## config.mk

```make
export PLATFORM = sky130hd
export DESIGN_NAME = pmp_addr_check
export DESIGN_NICKNAME = d
export VERILOG_FILES = /design/src/rtl/pmp_seq_checker_pkg.sv /design/src/rtl/pmp_seq_checker_addr_check.sv
export SDC_FILE = /design/constraint.sdc
export NUM_CORES = 1
export LEC_CHECK = 0
export ABC_AREA = 1
export BUFFER_PORTS_ARGS = -buffer_cell sky130_fd_sc_hd__clkbuf_2
export CAP_MARGIN = 20
export CORE_MARGIN = 2
export CORE_UTILIZATION = 45
export DETAILED_ROUTE_END_ITERATION = 6
export PLACE_DENSITY = 0.81
export SYNTH_ARGS = -nofsm -noshare
export SYNTH_HDL_FRONTEND = slang
export SYNTH_SLANG_ARGS = --single-unit
```

## constraint.sdc

```tcl
create_clock -name vclk -period 1.95
set_clock_uncertainty 0.1 [all_clocks]
set_input_delay 0.39 -clock vclk [all_inputs]
set_output_delay 0.39 -clock vclk [all_outputs]
set_load 0.005 [all_outputs]
```

## src/rtl/pmp_seq_checker_pkg.sv

```systemverilog
// Shared types and constants for the sequential PMP checker.
//   pmp_cfg_t        : one pmpcfg byte {L, rsvd[1:0], A[1:0], X, W, R}
//   pmp_req_type_e   : access type of a request (encoding 2'b11 is reserved)
//   pmp_chk_state_e  : checker FSM states, mirrored as plain localparams
//   OFF/TOR/NA4/NAPOT: address-matching modes carried in pmpcfg.A
//   pmp_perm_fault() : permission decision for a matched entry
package pmp_seq_checker_pkg;

   typedef struct packed {
      logic       l;
      logic [1:0] rsvd;
      logic [1:0] a;
      logic       x;
      logic       w;
      logic       r;
   } pmp_cfg_t;

   typedef enum logic [1:0] {
      PMP_R = 2'b00,
      PMP_W = 2'b01,
      PMP_X = 2'b10
   } pmp_req_type_e;

   typedef enum logic [1:0] {
      IDLE = 2'd0,
      SCAN = 2'd1,
      RESP = 2'd2
   } pmp_chk_state_e;

   // Flat state encodings used by the FSM register.
   localparam logic [1:0] S_IDLE = 2'd0;
   localparam logic [1:0] S_SCAN = 2'd1;
   localparam logic [1:0] S_RESP = 2'd2;

   // pmpcfg.A matching modes.
   localparam logic [1:0] OFF   = 2'b00;
   localparam logic [1:0] TOR   = 2'b01;
   localparam logic [1:0] NA4   = 2'b10;
   localparam logic [1:0] NAPOT = 2'b11;

   // Fault decision once an entry has matched. The reserved type faults
   // unconditionally; machine mode bypasses unlocked entries; otherwise the
   // entry's R/W/X bit for the access type decides.
   function automatic logic pmp_perm_fault(input pmp_cfg_t   cfg,
                                           input logic [1:0] req_type,
                                           input logic       priv_m);
      logic fault;
      fault = 1'b1;
      if (req_type == 2'b11) begin
         fault = 1'b1;
      end else if (priv_m && !cfg.l) begin
         fault = 1'b0;
      end else begin
         case (req_type)
            PMP_R:   fault = !cfg.r;
            PMP_W:   fault = !cfg.w;
            default: fault = !cfg.x;
         endcase
      end
      return fault;
   endfunction

endpackage

```

## src/rtl/pmp_seq_checker_addr_check.sv

```systemverilog
// Address match for a single PMP entry (combinational).
//   addr          : request address in pmpaddr units
//   mode          : pmpcfg.A of this entry
//   pmp_addr      : this entry's pmpaddr
//   pmp_addr_last : previous entry's pmpaddr (0 for entry 0), TOR lower bound
//   napot_mask    : NAPOT compare mask from the CSR block
//   hit           : entry matches addr
module pmp_addr_check
   import pmp_seq_checker_pkg::*;
#(
   parameter int ADDR_WIDTH = 32
) (
   input  logic [ADDR_WIDTH-1:0] addr,
   input  logic [1:0]            mode,
   input  logic [ADDR_WIDTH-1:0] pmp_addr,
   input  logic [ADDR_WIDTH-1:0] pmp_addr_last,
   input  logic [ADDR_WIDTH-1:0] napot_mask,
   output logic                  hit
);

   always_comb begin
      hit = 1'b0;
      case (mode)
         OFF:   hit = 1'b0;
         // An empty or inverted TOR range never matches; the range check
         // alone already guarantees that, the explicit term documents it.
         TOR:   hit = (pmp_addr_last < pmp_addr) &&
                      (addr >= pmp_addr_last) && (addr < pmp_addr);
         NA4:   hit = (addr == pmp_addr);
         NAPOT: hit = (((addr ^ pmp_addr) & napot_mask) == '0);
         default: hit = 1'b0;
      endcase
   end

endmodule

```

# --- After elaboration in Yosys (flattened, before gate mapping) ---
# Index checks and enable logic that the tools add are counted.
totals:
  elab_cells: 14
  input_bits: 130
  out_inout_bits: 1
  regBits: 0
op_classes:
  reduce_logical: 4
  n_lt_le_gt_ge: 3
  eq_ne: 4
  muxes: 1
  bitwise_logic: 2
ops:
  columns: ["op", "count"]
  rows:
  - ["32-bit less-than comparator", 2]
  - ["32-bit AND", 1]
  - ["32-bit equality test", 1]
  - ["32-bit >= comparator", 1]
  - ["32-bit zero test", 1]
  - ["32-bit bitwise XOR", 1]
  - ["2-bit equality test, second input constant", 2]
  - ["1-bit one-hot mux with 4 select lines", 1]
  - ["2-bit by 1-bit equality test with 1-bit output, second input constant", 1]
  - ["1-bit logical AND", 2]
  - ["2-bit zero test", 1]

# --- Logic depth before layout (Yosys ltp) ---
# Gate-level depths: netlist (run 1).
logic_depth:
  word_depth: 4
  depth_mapped: 14
  depth_no_buf: 14

# --- Least setup slack after synthesis (run 1) ---
# No wires, ideal clock.
synth_timing:
  path_kind: "input -> output"
  startpoint: "input pmp_addr[31]"
  endpoint: "output hit"
  path_stages: 13
  n_path_buf: 0
  required_ns: 1.460
  slack_ns: 0.003
  arrival_time_ns: 1.457
  path_cell_list: "inv_1 > ha_1 > nand2_2 > nor2_1 > nor2_1 > nand2_1 > nor2_1 > nand2_1 > nor2_1 > nand3_1 > nor2_1 > nand3_1 > nand2_1"
synth_via:
  elab_chain_len: 4
  elab_cells_between_ends: 9
  classes_between: "2 x order compare; 1 x eq/ne; 1 x mux; 2 x bitwise; 3 x reduce/logical"
synth_lines:
  columns: ["item", "line_no", "text"]
  rows:
  - ["start, declared", "pmp_seq_checker_addr_check.sv:15", "input logic [ADDR_WIDTH-1:0] pmp_addr,"]
  - ["32-bit less-than comparator or 32-bit bitwise XOR (tied branches)", "pmp_seq_checker_addr_check.sv:27, pmp_seq_checker_addr_check.sv:30", null]
  - ["1-bit logical AND or 32-bit AND (tied branches)", "pmp_seq_checker_addr_check.sv:27, pmp_seq_checker_addr_check.sv:30", null]
  - ["1-bit logical AND or 32-bit zero test (tied branches)", "pmp_seq_checker_addr_check.sv:28, pmp_seq_checker_addr_check.sv:30", null]
  - ["1-bit one-hot mux with 4 select lines *", "pmp_seq_checker_addr_check.sv:23", "case (mode)"]
  - ["end, declared", "pmp_seq_checker_addr_check.sv:18", "output logic hit"]
# Every way passes the cells marked *; elsewhere a longest branch is shown, timed or not.

# --- Worst setup path after layout (run 1) ---
layout_timing:
  startpoint: "input pmp_addr[15]"
  endpoint: "output hit"
# Same word-level chain as after synthesis.

==> results.yml, run 1 <==
sta:
  tightestPinTransition_ps: 233
  slew_headroom_pct: 84.4
  finalSetupViolCount: 1
  drv_slew: 0
  rsz0062_at_grt: "yes"
  hold_viol: 0
  finalCritPeriodShare_pct: 118
  max_freq_ghz: 0.436
  finalCriticalPeriod_ps: 2290
  setup_ws_ps: -343
critical_path:
  critPathMaxFanout: 2
  path_class: "input port to primary output"
  slowest_stage: "ha_1"
  worst_setup_path_start_kind: "input port"
  crit_chain: "clkbuf_2 > inv_1 > ha_1 > nand2_1 > nor2_1 > nand2_2 > nor3_2 > nand2_1 > nand3_1 > nor2_1 > nand3_1 > nand2_1 > buf_2"
  end_kind: "primary output"
  arrival_ps: 1800
  cpMostUsedCell: "nand2_1"
  critical_path.top_delay_family: "simple AND/OR/NAND/NOR gates"
  slowest_delay_ps: 300
  crit_required_ps: 1460
  cp.depth: 13
  critical_path_buf_inv_count: 3
detailed_routing:
  drt_wl_total_mm: 8.11
  first_pass_iters: 4
  drtIter0Drc: 76
  num_vias: 3460
  wl_per_cell_um: 11.4
  drc: 0
  antenna_left: 0
  via_per_inst: 4.88
yosys:
  netlist_instances: 470
  yosysWarnings: 0
  syn_area_mm2: 0.00278
  yosys.area.top_type_share_pct: 42.8
  yosys.area.top_type: "ha_1"
  avgSynthCellArea_um2: 5.90
  seq_area_frac_synth_pct: 0
  synthDistinctLibCells: 19
  synth_fp_nets: 695
  synth_area_leaders: "ha_1, inv_1, nand2_1, a21oi_1, nor2_1"
run:
  max_cap_violations: 0
die:
  dieArea_mm2: 0.00681
  core.rowCount: 28
  die_w_um: 82.5
  coreArea_mm2: 0.00596
  io_pins: 131
  die_y_um: 82.5
  start_util_pct: 46.6
placement:
  gp_congestion: 0.910
  dpl-instance-area_mm2: 0.00377
  post-place-ws_ps: -381
  portBuffers: 131
  dpl.hpwl_mm: 7.29
final_layout:
  fin_util_pct: 66.8
  fin_nets: 861
  antennaDiodeCount: 0
  nFlopsAndLatches: 0
  design_area_mm2: 0.00398
  drive_above_1_share_pct: 31.9
  nClkBuffers: 0
  fill_cells: 537
  syn_to_final_growth_pct: 43.4
  seq_area_um2: 0
global_route:
  grt_max_degree: 5
  overflow: 0
  grt_pass1_vias: 3334
  grt_pass1_wl_mm: 12.9
  antenna_found_initial: 0
  track_usage_pct: 23.1
status:
  status: "finished with violations"
  violations: "setup timing"
cts:
  cts_hold_buffers: 0
min_path:
  hold-path-cell-count: 7
  hold_class: "input port to primary output"
power:
  p_leak_nw: 2.61
  powerDensity_mw_per_mm2: 212
  ir_drop_uv: 117
## worst min-delay path, cell delays in order
cell and delay (ps):
clkbuf_2 120, inv_1 40, nand4_1 70, nand2_1 50, inv_1 50, nand2_1 50
buf_2 120
## per-layer routing
layer | track usage, % | share of wire [%] | vias to the layer above
li1 | - | - | 1834
met1 | 26.3 | 42 | 1511
met2 | 47.7 | 52 | 103
met3 | 0.543 | 3.9 | 12
met4 | 3.44 | 1.6 | 0
met5 | 0 | 0 | -
## metrics by stage
stage / std cells / TNS (ps) / total power [mW] / hold slack [ps]
3_5_place_dp: 709 / -381 / 0.774 / 1160
6_report: 709 / -343 / 0.845 / 1180
2_1_floorplan: 470 / 0 / 0.427 / 882
5_1_grt: 709 / -433 / 0.963 / 1230
4_1_cts: 709 / -295 / 0.800 / 1160
3_3_place_gp: 709 / -337 / 0.740 / 1160
## worst paths after layout
kind  slack [ps]    startpoint   to
max         -340  pmp_addr[15]  hit
min         1180       mode[0]  hit
## cell usage in the layout (no fill, tap or decap), types with 2 or more instances in the layout
cell type,netlist,final
nand3_1,10,8
nand2_2,2,9
buf_4,0,33
inv_2,0,2
nor3_1,2,2
nand4_1,11,11
buf_6,0,2
nand3_2,0,2
o21a_1,4,4
nor2_1,43,33
nor2_2,1,10
clkbuf_2,0,127
o21ai_1,0,2
inv_1,129,125
nand2_1,109,101
ha_1,95,87
a21oi_1,33,33
o21bai_1,2,2
o21ai_0,12,9
o22ai_1,12,12
ha_4,0,8
## area by class of cell
class	instances	area (µm²)	area share, %
Multi-Input combinational cell	341	2470	62.0
Timing Repair Buffer	164	926	23.3
Inverter	129	494	12.4
Tap cell	75	93.8	2.36
## cells in the mapped netlist (2+ instances only)
master    instances
inv_1           129
o21a_1            4
nor2_1           43
o22ai_1          12
o21bai_1          2
nand3_1          10
nand2_2           2
a21oi_1          33
o21ai_0          12
ha_1             95
nand2_1         109
nor3_1            2
nand4_1          11
## power by group
group	leakage (nW)	internal (mW)	switching, mW
Sequential	0	0	0
Combinational	2.61	0.413	0.432
Clock	0	0	0
Total	2.61	0.413	0.432
## kinds of logic (layout without fill, tap and decap cells)
family | after synthesis | after routing | share of synthesized area (%)
and+or+nand+nor | 181 | 181 | 26.7
adders and majority gates | 95 | 95 | 42.8
AOI/OAI and AO/OA | 65 | 65 | 13.0
buffers and inverters | 129 | 293 | 17.4
## timing repair
item,4_1_cts,5_1_grt
pin swaps,2,16
setup buffers,0,0
endpoints found under the setup margin,1,1
gates resized for setup,16,34
gates cloned,0,0
Power figures use the tool's default switching activity.
==> inputs of run 2 (changes only) <==
--- a/config.mk
+++ b/config.mk
@@ -14,2 +14,3 @@
 export PLACE_DENSITY = 0.81
+export RECOVER_POWER = 100
 export SYNTH_ARGS = -nofsm -noshare
==> constraint.sdc (replaced) <==
create_clock -name vclk -period 1.95
set_clock_uncertainty 0.1 [all_clocks]
set_input_delay 0.195 -clock vclk [all_inputs]
set_output_delay 0.195 -clock vclk [all_outputs]
set_load 0.005 [all_outputs]
==> run 2 against run 1 <==
  * The run still ends with setup timing left
  * Via count shrank 1.4%
  * Die area did not move
  * Design area fell by 1.7%
  * Core utilization down 1.1 points
  * First-iteration DRC count increased by 7.9%
  * Final cell count is 4.4% lower
  * Combinational power is 2% lower
  * Clock-buffer cell count did not move
  * Critical path type unchanged
==> results.yml, run 2 (synthesized netlist as in run 1, its figures left out) <==
detailed_routing:
  via_per_inst: 5.03
  num_vias: 3413
  wl_per_cell_um: 12.6
  drtIter0Drc: 82
  antenna_left: 0
  drt_wl_total_mm: 8.54
  first_pass_iters: 4
  drc: 0
critical_path:
  crit_chain: "buf_2 > inv_2 > ha_4 > nand2_2 > nor2_4 > nand4_1 > nor4_2 > nand2_1 > nand2_1 > nand3_1 > nand2_1 > buf_2"
  path_class: "input port to primary output"
  critical_path_buf_inv_count: 3
  critPathMaxFanout: 2
  arrival_ps: 1660
  end_kind: "primary output"
  crit_required_ps: 1650
  slowest_delay_ps: 270
  cpMostUsedCell: "nand2_1"
  crit_path_start: "pmp_addr_last[30]"
  worst_setup_path_start_kind: "input port"
  critical_path.top_delay_family: "simple AND/OR/NAND/NOR gates"
  slowest_stage: "nor4_2"
global_route:
  overflow: 0
  antenna_found_initial: 0
  grt_pass1_wl_mm: 12.2
  track_usage_pct: 21.7
  grt_pass1_vias: 3200
  grt_max_degree: 5
run:
  max_cap_violations: 0
die:
  coreArea_mm2: 0.00596
  core.rowCount: 28
  io_pins: 131
  die_y_um: 82.5
  die_w_um: 82.5
  dieArea_mm2: 0.00681
  start_util_pct: 46.6
placement:
  gp_congestion: 0.878
  portBuffers: 131
  dpl.hpwl_mm: 7.07
  post-place-ws_ps: 26.6
min_path:
  hold_start: "mode[1]"
  hold_class: "input port to primary output"
sta:
  drv_slew: 0
  finalCriticalPeriod_ps: 1960
  hold_viol: 0
  tightestPinTransition_ps: 250
  setup_ws_ps: -5.76
  rsz0062_at_grt: "yes"
  finalSetupViolCount: 1
  fin_tns_setup_ps: -5.76
  slew_headroom_pct: 83.2
  max_freq_ghz: 0.511
  finalCritPeriodShare_pct: 100
status:
  status: "finished with violations"
  violations: "setup timing"
final_layout:
  fin_nets: 830
  multi_input_area_mm2: 0.00264
  fill_cells: 545
  nClkBuffers: 0
  most-common-layout-cells: "clkbuf_2, inv_1, nand2_1"
  antennaDiodeCount: 0
  seq_area_um2: 0
  layout_commonest_cell: "clkbuf_2"
  drive_above_1_share_pct: 31.8
  syn_to_final_growth_pct: 41.0
  nFlopsAndLatches: 0
power:
  total_power_mw: 0.827
  powerDensity_mw_per_mm2: 211
  p_leak_nw: 2.46
  ir_drop_uv: 148
cts:
  cts_hold_buffers: 0
[run 2: changes by cell type in the layout (fill, tap and decap cells not counted), moves of 3 or more]
cell and change:
nor2_1 +3, inv_2 +11, nor2_2 -3, ha_4 +15, ha_1 -15, inv_1 -10, buf_4 -27, clkbuf_2 -3
[run 2: path summary, 6_finish.rpt]
path	to	slack, ps	cells past startpoint
setup / recovery	hit	-6	12
hold / removal	hit	790	6
[run 2: metrics by stage]
stage / instance area, µm² / utilization, % / hold slack [ps] / std cells
final: 3910 / 65.7 / 790 / 678
after global placement: 3520 / 59.2 / 765 / 676
after floorplan: 2780 / - / 492 / 470
after CTS: 3520 / 59.2 / 763 / 676
after detailed placement: 3520 / 59.2 / 763 / 676
after global routing: 3910 / 65.7 / 849 / 678
[run 2: area by class of cell]
type                       instances  area share, %
tap                               75           2.40
multi-input combinational        341           67.5
timing repair buffer             133           17.6
inverter                         129           12.5
[run 2: per-layer routing]
layer	global-route usage, %	routed length (µm)	up-vias	part of all wire (%)
met2	44.1	4480	112	52
met4	2.13	193	0	2.3
met3	0.543	372	19	4.4
li1	-	-	1772	-
met1	25.6	3500	1510	41
met5	0	0	-	0
[run 2: what timing repair did]
item | CTS | global route
setup buffers | 0 | 2
gates resized for setup | 0 | 72
endpoints found under the setup margin | 0 | 1
[run 2: report_power, final]
group | internal (mW) | switching [mW] | total, mW | leakage [nW]
clock | 0 | 0 | 0 | 0
sequential | 0 | 0 | 0 | 0
combinational | 0.384 | 0.443 | 0.827 | 2.46
==> inputs of run 3 (changes only) <==
- PLACE_DENSITY: 0.81 -> 0.78
==> run 3 against run 2 <==
  * The flow now finishes without violations
  * Critical path depth did not move
  * Highest routed layer unchanged
  * Global-route usage fell by 0.72 points
  * Routed wire length down 7.2%
  * Worst setup slack gained 48 ps
  * Clock-buffer cell count is the same
==> results.yml, run 3 (synthesized netlist as in run 1, its figures left out) <==
status:
  status: "finished clean"
die:
  start_util_pct: 46.6
  io_pins: 131
  core.rowCount: 28
  die_w_um: 82.5
  coreArea_mm2: 0.00596
  dieArea_mm2: 0.00681
  die_y_um: 82.5
critical_path:
  arrival_ps: 1610
  worst_setup_path_start_kind: "input port"
  end_kind: "primary output"
  path_class: "input port to primary output"
  slowest_delay_ps: 290
  crit_required_ps: 1650
  critical_path_buf_inv_count: 3
  slowest_stage: "nor4_2"
  critPathMaxFanout: 2
  crit_chain: "buf_8 > inv_4 > ha_4 > nand2_2 > nor2_2 > nand4_1 > nor4_2 > nand2_1 > nand2_1 > nand3_2 > nand2_2 > buf_6"
  critical_path.top_delay_family: "simple AND/OR/NAND/NOR gates"
sta:
  hold_slack_ps: 761
  finalCriticalPeriod_ps: 1910
  rsz0062_at_grt: "yes"
  drv_slew: 0
  max_freq_ghz: 0.524
  tightestPinTransition_ps: 238
  hold_viol: 0
  finalCritPeriodShare_pct: 97.8
  slew_headroom_pct: 84.0
  fin_tns_setup_ps: 0
  finalSetupViolCount: 0
  setup_ws_ps: 42.1
placement:
  post-place-ws_ps: -4.44
  dpl.hpwl_mm: 6.93
  portBuffers: 131
  gp_congestion: 0.876
detailed_routing:
  first_pass_iters: 4
  antenna_left: 0
  wl_per_cell_um: 11.7
  drtIter0Drc: 60
  drc: 0
  num_vias: 3290
  drt_wl_total_mm: 7.93
  via_per_inst: 4.86
global_route:
  grt_use_met2_pct: 41.5
  track_usage_pct: 20.9
  grt_pass1_vias: 3010
  grt_pass1_wl_mm: 11.8
  grt_max_degree: 5
  use_met3_pct: 0.652
  antenna_found_initial: 0
  gr-usage-met1_pct: 26.1
  busiest_layer: "met2"
  overflow: 0
final_layout:
  layout_commonest_cell: "inv_1"
  most-common-layout-cells: "inv_1, clkbuf_2, nand2_1"
  fill_cells: 537
  drive_above_1_share_pct: 28.4
  antennaDiodeCount: 0
  fin_nets: 829
  syn_to_final_growth_pct: 37.1
  nClkBuffers: 0
  fin_util_pct: 63.9
  nFlopsAndLatches: 0
  multi_input_area_mm2: 0.00250
  seq_area_um2: 0
min_path:
  hold-path-cell-count: 7
  hold_start: "mode[0]"
  hold_class: "input port to primary output"
  min_to: "hit"
power:
  ir_drop_uv: 113
  powerDensity_mw_per_mm2: 206
  total_power_mw: 0.785
  p_leak_nw: 2.46
cts:
  cts_hold_buffers: 0
run:
  max_cap_violations: 0
-- run 3: cell count changes in the layout (fill, tap and decap cells not counted), sizes merged --
cell | before | now
clkbuf | 124 | 120
buf | 9 | 12
-- run 3: report_power, final --
part | switching [mW] | internal, mW | total, mW | leakage [nW]
clock network | 0 | 0 | 0 | 0
logic | 0.415 | 0.369 | 0.785 | 2.46
registers | 0 | 0 | 0 | 0
total | 0.415 | 0.369 | 0.785 | 2.46
-- run 3: final cells by class --
cell class / count / area share [%]
Multi-Input combinational cell: 341 / 65.6
Inverter: 129 / 12.9
Tap cell: 75 / 2.47
Timing Repair Buffer: 132 / 19.0
-- run 3: tightest hold or removal path, stage by stage --
cell	delay (ps)
clkbuf_2	100
inv_1	40
nand4_1	70
nand2_1	50
inv_1	60
nand2_2	50
buf_6	110
-- run 3: per-layer routing --
metal  part of all wire (%)  vias up
li1                       -     1765
met2                     52       84
met1                     43     1435
met3                    4.7        6
met5                      0        -
met4                   0.79        0
-- run 3: worst max path at each step --
stage	start	to	slack [ps]	depth (start not counted)
after floorplan	pmp_addr[31]	hit	390	13
after global placement	pmp_addr_last[31]	hit	20	12
after detailed placement	pmp_addr_last[29]	hit	-4	12
after CTS	pmp_addr_last[29]	hit	30	12
after global routing	pmp_addr_last[29]	hit	-90	12
final	pmp_addr_last[29]	hit	40	12
-- run 3: what timing repair did --
item | CTS | global route
pin swaps | 0 | 29
setup buffers | 0 | 1
resized for setup | 1 | 62
setup endpoints to repair | 1 | 1
-- run 3: per-stage QoR --
| stage | instances | instance area [µm²] |
|---|---|---|
| finish | 677 | 3800 |
| floorplan | 470 | 2780 |
| CTS | 676 | 3530 |
| global route | 677 | 3800 |
| global placement | 676 | 3520 |
| detailed placement | 676 | 3520 |
